==> src/rtl/lsu_pkg.sv <==
// Shared size encodings, FSM state type and size-decode helpers for the load/store unit.
package lsu_pkg;

  localparam logic [2:0] LDST_B  = 3'd0;
  localparam logic [2:0] LDST_H  = 3'd1;
  localparam logic [2:0] LDST_W  = 3'd2;
  localparam logic [2:0] LDST_BU = 3'd4;
  localparam logic [2:0] LDST_HU = 3'd5;

  typedef enum logic [1:0] {IDLE, BUSY, DONE} lsu_state_t;

  function automatic logic size_is_byte(input logic [2:0] s);
    return (s == LDST_B) || (s == LDST_BU);
  endfunction

  function automatic logic size_is_half(input logic [2:0] s);
    return (s == LDST_H) || (s == LDST_HU);
  endfunction

  // Codes 2, 3, 6 and 7 all behave as a full word.
  function automatic logic size_is_word(input logic [2:0] s);
    return !size_is_byte(s) && !size_is_half(s);
  endfunction

endpackage

==> src/rtl/riscv_lsu_if.sv <==
// Core-side and memory-side signals of the LSU. Signal suffixes are relative to the LSU;
// the slave modport is the LSU, the master modport is the core/memory environment.
interface riscv_lsu_if;
  logic        core_req_i;
  logic        core_we_i;
  logic [2:0]  core_size_i;
  logic [31:0] core_addr_i;
  logic [31:0] core_wd_i;
  logic [31:0] core_rd_o;
  logic        core_stall_o;
  logic        mem_req_o;
  logic        mem_we_o;
  logic [3:0]  mem_be_o;
  logic [31:0] mem_addr_o;
  logic [31:0] mem_wd_o;
  logic [31:0] mem_rd_i;
  logic        mem_ready_i;
  logic        misalign_o;

  modport slave (
    input  core_req_i, core_we_i, core_size_i, core_addr_i, core_wd_i,
    output core_rd_o, core_stall_o,
    output mem_req_o, mem_we_o, mem_be_o, mem_addr_o, mem_wd_o,
    input  mem_rd_i, mem_ready_i,
    output misalign_o
  );

  modport master (
    output core_req_i, core_we_i, core_size_i, core_addr_i, core_wd_i,
    input  core_rd_o, core_stall_o,
    input  mem_req_o, mem_we_o, mem_be_o, mem_addr_o, mem_wd_o,
    output mem_rd_i, mem_ready_i,
    input  misalign_o
  );
endinterface

==> src/rtl/lsu_data_align.sv <==
// Combinational lane logic: store byte enables + replicated write data, and
// sign/zero-extended load formatting from the raw memory word.
module lsu_data_align
  import lsu_pkg::*;
(
  input  logic [2:0]  st_size_i,
  input  logic [1:0]  st_lane_i,
  input  logic [31:0] st_wd_i,
  output logic [3:0]  be_o,
  output logic [31:0] wd_o,
  input  logic [2:0]  ld_size_i,
  input  logic [1:0]  ld_lane_i,
  input  logic [31:0] ld_raw_i,
  output logic [31:0] ld_fmt_o
);
  localparam int NUM_LANES = 4;

  logic [NUM_LANES-1:0][7:0] raw_b;
  logic [7:0]  ld_byte;
  logic [15:0] ld_half;

  assign raw_b   = ld_raw_i;
  assign ld_byte = raw_b[ld_lane_i];
  assign ld_half = ld_lane_i[1] ? ld_raw_i[31:16] : ld_raw_i[15:0];

  always_comb begin
    be_o = 4'b1111;
    wd_o = st_wd_i;
    if (size_is_byte(st_size_i)) begin
      be_o = 4'b0001 << st_lane_i;
      wd_o = {4{st_wd_i[7:0]}};
    end else if (size_is_half(st_size_i)) begin
      be_o = st_lane_i[1] ? 4'b1100 : 4'b0011;
      wd_o = {2{st_wd_i[15:0]}};
    end
  end

  always_comb begin
    case (ld_size_i)
      LDST_B:  ld_fmt_o = {{24{ld_byte[7]}}, ld_byte};
      LDST_BU: ld_fmt_o = {24'h0, ld_byte};
      LDST_H:  ld_fmt_o = {{16{ld_half[15]}}, ld_half};
      LDST_HU: ld_fmt_o = {16'h0, ld_half};
      default: ld_fmt_o = ld_raw_i;
    endcase
  end

endmodule

==> src/rtl/riscv_lsu.sv <==
// Load/store unit between the core data port and a word-addressed memory with ready handshake.
// Optional misaligned-access detection is enabled by defining LSU_MISALIGN_CHECK_EN.
module riscv_lsu
  import lsu_pkg::*;
(
  input  logic       clk_i,
  input  logic       rst_i,
  riscv_lsu_if.slave bus
);
  lsu_state_t  state_q, state_d;
  logic        we_q, we_d;
  logic [2:0]  size_q, size_d;
  logic [1:0]  lane_q, lane_d;
  logic [31:0] rd_q, rd_d;
  logic [31:0] ld_fmt;
  logic [1:0]  lane;
  logic        misalign;
  logic        active;

  assign lane = bus.core_addr_i[1:0];

`ifdef LSU_MISALIGN_CHECK_EN
  assign misalign = bus.core_req_i &
                    ((size_is_half(bus.core_size_i) & lane[0]) |
                     (size_is_word(bus.core_size_i) & (lane != 2'b00)));
`else
  assign misalign = 1'b0;
`endif

  // Store path uses the live request; load formatting uses the request captured on issue.
  lsu_data_align u_align (
    .st_size_i (bus.core_size_i),
    .st_lane_i (lane),
    .st_wd_i   (bus.core_wd_i),
    .be_o      (bus.mem_be_o),
    .wd_o      (bus.mem_wd_o),
    .ld_size_i (size_q),
    .ld_lane_i (lane_q),
    .ld_raw_i  (bus.mem_rd_i),
    .ld_fmt_o  (ld_fmt)
  );

  always_ff @(posedge clk_i or posedge rst_i) begin
    if (rst_i) begin
      state_q <= IDLE;
      we_q    <= 1'b0;
      size_q  <= LDST_W;
      lane_q  <= 2'b00;
      rd_q    <= 32'h0;
    end else begin
      state_q <= state_d;
      we_q    <= we_d;
      size_q  <= size_d;
      lane_q  <= lane_d;
      rd_q    <= rd_d;
    end
  end

  always_comb begin
    state_d = state_q;
    we_d    = we_q;
    size_d  = size_q;
    lane_d  = lane_q;
    rd_d    = rd_q;
    case (state_q)
      IDLE: begin
        // Ready in this cycle is ignored: every access spends at least one cycle in BUSY.
        if (bus.core_req_i && !misalign) begin
          state_d = BUSY;
          we_d    = bus.core_we_i;
          size_d  = bus.core_size_i;
          lane_d  = lane;
        end
      end
      BUSY: begin
        if (bus.mem_ready_i) begin
          state_d = DONE;
          if (!we_q) rd_d = ld_fmt;
        end
      end
      DONE:    state_d = IDLE;
      default: state_d = IDLE;
    endcase
  end

  always_comb begin
    active           = !rst_i && bus.core_req_i && (state_q != DONE) && !misalign;
    bus.mem_req_o    = active;
    bus.mem_we_o     = active && bus.core_we_i;
    bus.core_stall_o = active;
    bus.misalign_o   = !rst_i && misalign;
  end

  assign bus.core_rd_o  = rd_q;
  assign bus.mem_addr_o = bus.core_addr_i;

endmodule

==> src/flat_wrapper.sv <==
// flat-port wrapper written by rule: the top's interface ports become plain ports
module riscv_lsu_flat import lsu_pkg::*;
  (clk_i, rst_i, bus_core_req_i, bus_core_we_i, bus_core_size_i, bus_core_addr_i, bus_core_wd_i, bus_core_rd_o, bus_core_stall_o, bus_mem_req_o, bus_mem_we_o, bus_mem_be_o, bus_mem_addr_o, bus_mem_wd_o, bus_mem_rd_i, bus_mem_ready_i, bus_misalign_o);
  riscv_lsu_if bus_i ();
  input  logic clk_i;
  input  logic rst_i;
  input wire logic [$bits(bus_i.core_req_i)-1:0] bus_core_req_i;
  input wire logic [$bits(bus_i.core_we_i)-1:0] bus_core_we_i;
  input wire logic [$bits(bus_i.core_size_i)-1:0] bus_core_size_i;
  input wire logic [$bits(bus_i.core_addr_i)-1:0] bus_core_addr_i;
  input wire logic [$bits(bus_i.core_wd_i)-1:0] bus_core_wd_i;
  output wire logic [$bits(bus_i.core_rd_o)-1:0] bus_core_rd_o;
  output wire logic [$bits(bus_i.core_stall_o)-1:0] bus_core_stall_o;
  output wire logic [$bits(bus_i.mem_req_o)-1:0] bus_mem_req_o;
  output wire logic [$bits(bus_i.mem_we_o)-1:0] bus_mem_we_o;
  output wire logic [$bits(bus_i.mem_be_o)-1:0] bus_mem_be_o;
  output wire logic [$bits(bus_i.mem_addr_o)-1:0] bus_mem_addr_o;
  output wire logic [$bits(bus_i.mem_wd_o)-1:0] bus_mem_wd_o;
  input wire logic [$bits(bus_i.mem_rd_i)-1:0] bus_mem_rd_i;
  input wire logic [$bits(bus_i.mem_ready_i)-1:0] bus_mem_ready_i;
  output wire logic [$bits(bus_i.misalign_o)-1:0] bus_misalign_o;
  assign bus_i.core_req_i = bus_core_req_i;
  assign bus_i.core_we_i = bus_core_we_i;
  assign bus_i.core_size_i = bus_core_size_i;
  assign bus_i.core_addr_i = bus_core_addr_i;
  assign bus_i.core_wd_i = bus_core_wd_i;
  assign bus_core_rd_o = bus_i.core_rd_o;
  assign bus_core_stall_o = bus_i.core_stall_o;
  assign bus_mem_req_o = bus_i.mem_req_o;
  assign bus_mem_we_o = bus_i.mem_we_o;
  assign bus_mem_be_o = bus_i.mem_be_o;
  assign bus_mem_addr_o = bus_i.mem_addr_o;
  assign bus_mem_wd_o = bus_i.mem_wd_o;
  assign bus_i.mem_rd_i = bus_mem_rd_i;
  assign bus_i.mem_ready_i = bus_mem_ready_i;
  assign bus_misalign_o = bus_i.misalign_o;
  riscv_lsu u_core (.clk_i(clk_i), .rst_i(rst_i), .bus(bus_i));
endmodule
==> config.mk <==
export PLATFORM = sky130hd
export DESIGN_NAME = riscv_lsu_flat
export DESIGN_NICKNAME = d
export VERILOG_FILES = /design/src/rtl/lsu_pkg.sv /design/src/rtl/riscv_lsu_if.sv /design/src/rtl/lsu_data_align.sv /design/src/rtl/riscv_lsu.sv /design/src/flat_wrapper.sv
export SDC_FILE = /design/constraint.sdc
export NUM_CORES = 1
export LEC_CHECK = 0
export ABC_AREA = 1
export BUFFER_PORTS_ARGS = -buffer_cell sky130_fd_sc_hd__buf_2
export CAP_MARGIN = 30
export CORE_MARGIN = 3
export CORE_UTILIZATION = 30
export DETAILED_ROUTE_END_ITERATION = 10
export GPL_TIMING_DRIVEN = 0
export PLACE_DENSITY_LB_ADDON = 0.08
export SYNTH_ARGS = -nofsm -noshare
export SYNTH_HDL_FRONTEND = slang
export SYNTH_SLANG_ARGS = --single-unit
==> constraint.sdc <==
create_clock -name clk_i -period 1.6 [get_ports clk_i]
set_input_delay 0.24 -clock clk_i [delete_from_list [all_inputs] [get_ports clk_i]]
set_output_delay 0.24 -clock clk_i [all_outputs]
set_load 0.02 [all_outputs]
## Word-level counts from Yosys, hierarchy flattened

Index checks and enable logic that the tools add are counted.

- Order comparisons: 1
- Equal/unequal tests: 10
- Shifts and indexed selects: 1
- Mux-type cells: 12
- Bitwise logic cells: 1
- Reduce and logical (&&, ||, !) cells: 12

Operators with widths:

| cell | number |
|---|---|
| 32-bit case mux with 4 select lines | 1 |
| 32-bit 2-to-1 mux | 2 |
| 8-bit binary-select mux with 2-bit select | 1 |
| 16-bit 2-to-1 mux | 1 |
| 3-bit == test (second input constant) | 4 |
| 4-bit 2-to-1 mux | 3 |
| 8-bit 2-to-1 mux | 1 |
| 3-bit by 1-bit == test with 1-bit output (second input constant) | 2 |
| 3-bit logical NOT | 2 |
| 2-bit != test (second input constant) | 3 |
| 2-bit 2-to-1 mux | 2 |
| 2-bit case mux with 2 select lines | 1 |
| 2-bit AND reduction | 2 |
| 1-bit by 2-bit left shift with 4-bit output (first input constant) | 1 |
| 1-bit logical AND | 3 |
| 2-bit by 3-bit less-than comparator with 1-bit output (second input constant) | 1 |
| 3-bit AND reduction | 1 |
| 2-bit by 1-bit == test with 1-bit output (second input constant) | 1 |
| 2-bit logical NOT | 1 |
| 1-bit logical OR | 2 |
| 1-bit logical NOT | 1 |
| 1-bit NOT | 1 |

- Register bits: 40
- Bits of input ports: 104
- Output and inout port bits: 104
- Logic and storage cells: 42

## Logic depth before layout (Yosys ltp)

Gate-level depths: netlist of run 1.

- Depth after elaboration: 4
- Mapped depth: 10
- Gate-level depth less buffers: 8

## Cells and area by module

Synthesis of run 1 repeated with hierarchy kept, for this count alone.

- Cells, all modules: 483
- Area, all modules: 3,223.1 sq um

Modules (own cells, without submodules):

| module | times used | cells an instance | area an instance (sq um) | sequential area each (sq um) |
|---|---|---|---|---|
| riscv_lsu | 1 | 215 | 1,863.0 | 1,002.2 |
| lsu_data_align | 1 | 268 | 1,360.1 | 0.0 |

## Worst setup path before layout of run 1

Ideal clock, no wire load.

- Path type: register to output
- Start: reg u_core.state_q[1]
- End: out bus_mem_req_o
- Arrival: 1.263 ns
- Data required time: 1.360 ns
- Path slack: 0.097 ns
- Cell stages (with the launch flop): 5
- Path buffers: 1
- Cells stage by stage: dfrtp_1 -> inv_1 -> nor2_1 -> nor3_1 -> buf_4

- Longest elaborated chain between the ends: 2

RTL lines:

| what | RTL line | source |
|---|---|---|
| start: declaration | riscv_lsu.sv:10 | `lsu_state_t state_q, state_d;` |
| start signal: assignment | riscv_lsu.sv:51 | `state_q <= state_d;` |
| 2-bit != test | riscv_lsu.sv:87 | `active = !rst_i && bus.core_req_i && (state_q != DONE) && !misalign;` |
| 1-bit logical AND | riscv_lsu.sv:87 |  |
| end: declaration | flat_wrapper.sv:14 | `output wire logic [$bits(bus_i.mem_req_o)-1:0] bus_mem_req_o;` |

No other way between the ends.

## Worst setup path in the final report of run 1

Same ends and word-level chain as after synthesis.

==> summary.md, run 1 <==
| Metric | Value |
|---|---|
| Highest metal used | `met5` |
| Longest Clk Path Bufs | `2` |
| Area of the multi-input gates | `1510 um^2` |
| Post-Layout Cell Count | `821` |
| Initial antenna violation count | `1` |
| ANT cells | `0` |
| NetSw | `2.87 mW` |
| Slew HR | `41.7%` |
| R2R depth | `8` |
| Max-slew violations | `0` |
| Final #Nets | `788` |
| Layout area overhead | `36.5%` |
| # DRC | `0` |
| Pint | `3.28 mW` |
| Layout cells sized above 1 | `41.6%` |
| Worst Skew | `0.00460 ns` |
| Die area | `12000 um^2` |
| Pwr Density | `1400 nW/um^2` |
| Max-cap violations | `0` |
| Core footprint | `10400 um^2` |
| DR iter-0 viols | `150` |
| Worst Setup SP | `u_core.state_q[1]` |
| Filler instances | `1177` |
| TNS Setup | `0 ns` |
| Flop2flop setup slack | `0.12 ns` |
| Outcome | `completed` |
| Power Total | `6.15 mW` |
| Required time worst endpoint | `1.36 ns` |
| Setup bufs post-CTS | `0` |
| Minimum clock period | `1.51 ns` |
| Clock power share | `13.7%` |
| Critical setup path kind | `reg -> out` |
| Global-route wire length before repair | `16100 um` |
| Detailed Route WL | `10400 um` |
| Avg WL per Cell | `12.6 um` |
| Post_cts resized | `0` |
| Inserted Clock Buffers | `5` |
| Part of the power in registers | `28.0%` |
| Router iterations before antenna repair | `4` |
| RR Endpoint | `u_core.bus.core_rd_o[0]` |
| Crit start category | `flip-flop` |
| Final core occ | `42.2%` |
| Synthesized Nets | `605` |
| Synthesized cell area | `3210 um^2` |
| RSZ-0062 raised after global routing | `true` |
| Final GP Congestion | `0.842` |
| Setup violators final | `0` |
| Cell Rows | `37` |
| IR Drop Worst-Case VDD | `0.436 mV` |
| # IOs | `208` |
| Pre-CTS setup slack | `0.0138 ns` |
| Fin worst setup slack | `0.0876 ns` |
| Vias in the first global route | `3381` |
| Crit path arrival time | `1.27 ns` |
| DR vias | `3600` |
| DIE WIDTH | `109 um` |
| Switching part of the total | `46.7%` |
| Crit Path Max Fanout | `3` |
| Cells after Synth | `501` |
| Synthesized area per cell | `6.41 um^2` |
| Chip height | `109 um` |
| Final period util | `94.5%` |
| Dpl cell area | `4260 um^2` |
| Tot GR Track Use | `16.8%` |
| Routed Antenna Nets | `0` |
| Worst setup EP type | `output pin` |
| CTS tree | `done` |
| Post-synthesis sequential area ratio | `31.2%` |
| Root Driver | `clkbuf_8` |
| Worst r2r src | `u_core.size_q[0]` |
| Post-CTS Hold Buffers | `0` |
| DP HPWL | `8490 um` |
| LEAKAGE | `2.74 nW` |
| Yosys reg bits | `40` |
| Logic gate share of total power | `58.3%` |
| H-Tree Depth | `2` |
| CP endpoint | `bus_mem_req_o` |
| Most common cell after layout, fill and taps aside | `buf_2` |
| Clock slew seen by the registers of the worst setup and hold paths | `0.08 ns` |
| Hold slack | `0.151 ns` |
| Fin area | `4380 um^2` |
| Total grt overflow | `0` |
| Largest net degree at the start of global routing | `41` |
| Met1 Wirelength | `4310 um` |
| DR WL met2 | `5120 um` |
| Clk sinks | `40` |
| Via density | `4.38` |
| Slew @ Worst Pin | `0.873 ns` |
| Distinct cells, synth | `31` |
| Reg area | `1000 um^2` |
| Final hold vios | `0` |
| FMAX | `0.661 GHz` |
| I/O Buffers | `176` |
| Initial Util | `30.9%` |
| Clk Latency, worst-skew pair | `0.30 ns` |
| Met3 WL post-DR | `753 um` |
| Number of placed instances, taps included | `813` |
| Hold Path Class | `in -> async` |
| Yosys warns | `0` |
| Commonest cells after routing, fill and taps aside | `buf_2, nand2_1, inv_1, buf_4, dfrtp_1` |
==> Yosys cell counts <==
master	n	share of area [%]
nand2_4	3	1.1
dfstp_2	1	0.82
nor4_1	1	0.20
clkinv_1	1	0.12
nor2_4	1	0.35
nand2_1	176	21
nor3_1	1	0.16
clkbuf_1	5	0.58
nand3b_1	1	0.23
buf_2	10	1.6
a21oi_1	21	3.3
inv_1	62	7.3
dfrtp_1	39	30
nor2_2	2	0.39
buf_4	42	9.8
nand4_2	1	0.39
o22ai_1	3	0.58
buf_6	5	1.8
nor2_1	33	3.9
clkbuf_2	2	0.31
nand3_2	6	1.9
nand2_2	3	0.58
o21ai_0	22	3.4
nand3_1	30	4.7
conb_1	1	0.12
o211ai_1	3	0.70
inv_6	1	0.27
or2_1	3	0.58
or2_2	16	3.1
inv_2	3	0.35
a31oi_1	3	0.58
==> cells by family (layout without fill, tap and decap cells) <==
group | count (synthesis) | in the layout | share of synthesized area (%)
AND/OR/NAND/NOR | 277 | 277 | 38.1
other | 1 | 1 | 0.117
AO/OA/AOI/OAI | 52 | 52 | 8.58
flip-flops | 40 | 40 | 31.2
buffers and inverters | 131 | 315 | 22.0
==> metal layers <==
metal / vias up / track usage, %
met4: 2 / 4.45
met5: - / 0
li1: 1847 / -
met1: 1603 / 20.8
met2: 134 / 29.4
met3: 14 / 3.76
==> power groups by stage <==
stage / clock, mW / sequential (mW) / combinational (mW)
after floorplan: 0 / 2.22 / 2.07
after global placement: 0 / 1.74 / 3.60
after detailed placement: 0 / 1.76 / 3.61
after CTS: 0.869 / 1.74 / 3.63
after global routing: 0.898 / 1.79 / 4.04
final: 0.842 / 1.72 / 3.58
==> critical path: stages (launching register included) <==
cell and delay (ns):
dfrtp_1 0.39, inv_1 0.10, nor2_1 0.08, nor3_2 0.13, buf_4 0.13, buf_2 0.15
==> registers in the layout, indices dropped and copies added (netlist names) <==
signal,count
u_core.size_q,3
u_core.bus.core_rd_o,32
u_core.we_q,1
u_core.lane_q,2
u_core.state_q,2
==> final cells by class <==
type	instances	share of cell area (%)
plain buffers	64	10.3
clock inverters	2	0.800
flip-flops and latches	40	22.9
clock buffers	6	1.66
multi-input cells	330	34.5
inverters	67	5.86
repair buffers	176	20.1
well taps	136	3.88
==> how the worst min path moves through the flow <==
| stage | from | depth (start not counted) | endpoint |
|---|---|---|---|
| 2_1_floorplan | bus_mem_ready_i | 2 | u_core.state_q[1] |
| 3_3_place_gp | u_core.bus.core_rd_o[3] | 2 | u_core.bus.core_rd_o[3] |
| 3_5_place_dp | u_core.bus.core_rd_o[15] | 2 | u_core.bus.core_rd_o[15] |
| 4_1_cts | bus_mem_ready_i | 2 | u_core.state_q[0] |
| 5_1_grt | bus_mem_ready_i | 2 | u_core.state_q[0] |
| 6_report | rst_i | 2 | u_core.state_q[1] |
No activity file was read; power rests on OpenSTA's default activity.
==> run 2, diff against run 1 <==
--- a/config.mk
+++ b/config.mk
@@ -12,7 +12,7 @@
 export CORE_UTILIZATION = 30
 export DETAILED_ROUTE_END_ITERATION = 10
 export GPL_TIMING_DRIVEN = 0
-export PLACE_DENSITY_LB_ADDON = 0.08
+export PLACE_DENSITY_LB_ADDON = 0.25
 export SYNTH_ARGS = -nofsm -noshare
 export SYNTH_HDL_FRONTEND = slang
 export SYNTH_SLANG_ARGS = --single-unit
==> summary.md, run 2 (synthesis results as in run 1) <==
| Metric | Value |
|---|---|
| Layout cells sized above 1 | `42.0%` |
| Required time worst endpoint | `1.36 ns` |
| Root Driver | `clkbuf_8` |
| Slew @ Worst Pin | `0.843 ns` |
| DR iter-0 viols | `174` |
| Inserted Clock Buffers | `5` |
| Max-slew violations | `0` |
| Initial Util | `30.9%` |
| Via density | `4.44` |
| RSZ-0062 raised after global routing | `false` |
| DR vias | `3646` |
| Cell family with most CP delay | `flip-flops` |
| Crit path arrival time | `1.26 ns` |
| Final GP Congestion | `0.865` |
| Hold slack | `0.140 ns` |
| # DRC | `0` |
| Outcome | `completed` |
| Met1 Wirelength | `4380 um` |
| Logic gate share of total power | `58.3%` |
| Worst setup EP type | `output pin` |
| Crit-path cells | `inv_2, nor2_4, nor3_4, buf_4, buf_6` |
| Switching part of the total | `47.1%` |
| Die area | `12000 um^2` |
| Longest Clk Path Bufs | `2` |
| CTS tree | `done` |
| Met3 WL post-DR | `978 um` |
| Chip height | `109 um` |
| Clock slew seen by the registers of the worst setup and hold paths | `0.08 ns` |
| FMAX | `0.666 GHz` |
| Avg WL per Cell | `13.2 um` |
| Largest net degree at the start of global routing | `41` |
| CP bufs+invs | `3` |
| Pint | `3.28 mW` |
| DR WL met2 | `5270 um` |
| Highest metal used | `met5` |
| Post-Layout Cell Count | `821` |
| CP peak stage delay | `0.40 ns` |
| Most common cell after layout, fill and taps aside | `buf_2` |
| Critical setup path kind | `reg -> out` |
| Fin area | `4400 um^2` |
| Clk sinks | `40` |
| Slowest CP cell | `dfrtp_1` |
| Initial antenna violation count | `4` |
| NetSw | `2.93 mW` |
| Number of placed instances, taps included | `813` |
| Core footprint | `10400 um^2` |
| Tot GR Track Use | `17.7%` |
| I/O Buffers | `176` |
| # IOs | `208` |
| Part of the power in registers | `28.1%` |
| Router iterations before antenna repair | `7` |
| Max reg flops | `32` |
| TNS Setup | `0 ns` |
| Final period util | `93.8%` |
| Final #Nets | `788` |
| Cell Rows | `37` |
| Layout area overhead | `37.2%` |
| Worst Skew | `0.00364 ns` |
| Dpl cell area | `4260 um^2` |
| Routed Antenna Nets | `0` |
| DIE WIDTH | `109 um` |
| Setup bufs post-CTS | `0` |
| Clock power share | `13.7%` |
| Filler instances | `1133` |
| Crit start category | `flip-flop` |
| Minimum clock period | `1.50 ns` |
| Detailed Route WL | `10800 um` |
| Final hold vios | `0` |
| Slew HR | `43.7%` |
| ANT cells | `0` |
| Power Total | `6.21 mW` |
| H-Tree Depth | `2` |
| Total grt overflow | `0` |
| Max-cap violations | `0` |
| LEAKAGE | `2.74 nW` |
| DP HPWL | `9040 um` |
| Commonest cells after routing, fill and taps aside | `buf_2, nand2_1, inv_1, buf_4, dfrtp_1` |
| Post-CTS Hold Buffers | `0` |
| IR Drop Worst-Case VDD | `0.544 mV` |
| Setup violators final | `0` |
| Hold Path Class | `in -> async` |
| Crit Path Max Fanout | `3` |
| Global-route wire length before repair | `16800 um` |
| Clk Latency, worst-skew pair | `0.30 ns` |
| Pwr Density | `1410 nW/um^2` |
| Vias in the first global route | `3565` |
## run 2: changes by cell type in the layout (fill, tap and decap cells not counted)
| cell | previous run | this run |
|---|---|---|
| clkbuf_1 | 4 | 3 |
| nor3_2 | 1 | 0 |
| nor3_4 | 0 | 1 |
| buf_6 | 5 | 6 |
| nor2_4 | 1 | 2 |
| buf_2 | 186 | 185 |
| clkinvlp_4 | 0 | 1 |
| inv_2 | 4 | 5 |
| nor2_1 | 31 | 30 |
| inv_1 | 61 | 60 |
## run 2: final timing paths
kind / startpoint / endpoint / slack [ns] / depth (start not counted)
setup / recovery: u_core.state_q[1] / bus_mem_req_o / 0.1 / 5
hold / removal: rst_i / u_core.state_q[0] / 0.14 / 2
setup reg to reg: u_core.size_q[0] / u_core.bus.core_rd_o[5] / 0.11 / 7
hold reg to reg: u_core.bus.core_rd_o[6] / u_core.bus.core_rd_o[6] / 0.48 / 2
max in group asynchronous: rst_i / u_core.bus.core_rd_o[31] / 0.93 / 2
min in group clk_i: bus_mem_ready_i / u_core.state_q[1] / 0.18 / 3
## run 2: cell type report
class / instances / area, um^2 / share of cell area, %
Multi-Input combinational cell: 330 / 1520 / 34.6
Sequential cell: 40 / 1000 / 22.8
Timing Repair Buffer: 176 / 887 / 20.1
Buffer: 64 / 453 / 10.3
Inverter: 67 / 256 / 5.82
Tap cell: 136 / 170 / 3.86
Clock buffer: 5 / 68.8 / 1.56
Clock inverter: 3 / 42.5 / 0.966
## run 2: worst reg2reg max path: stages, from the launching register on
cell	delay [ns]
dfrtp_1	0.38
buf_6	0.14
inv_2	0.07
nand2_2	0.09
nor2_2	0.32
o211ai_1	0.19
nand3_1	0.14
nand2_1	0.06
## run 2: what timing repair did
item                                    in CTS  in global routing
pin swaps                                    0                  1
endpoints found under the setup margin       3                 21
hold endpoints to repair                     0                  0
resized for setup                            2                 11
## run 2: power groups by stage
stage	registers, mW	logic (mW)	clock network, mW
floorplan	2.22	2.07	0
global placement	1.75	3.58	0
detailed placement	1.77	3.63	0
CTS	1.75	3.65	0.867
global route	1.82	4.05	0.909
finish	1.74	3.62	0.848
## run 2: metal layers
metal,up-vias,global-route usage [%]
met1,1625,20.4
met2,142,32.0
met3,20,5.28
li1,1851,-
met4,8,4.27
met5,-,0
## run 2: per-stage QoR
step	setup slack [ns]	util [%]
after floorplan	0.0974	-
after global placement	-0.101	41.1
after detailed placement	-0.00532	41.1
after CTS	0.0131	42.2
after global routing	0.00655	42.5
final	0.0993	42.5
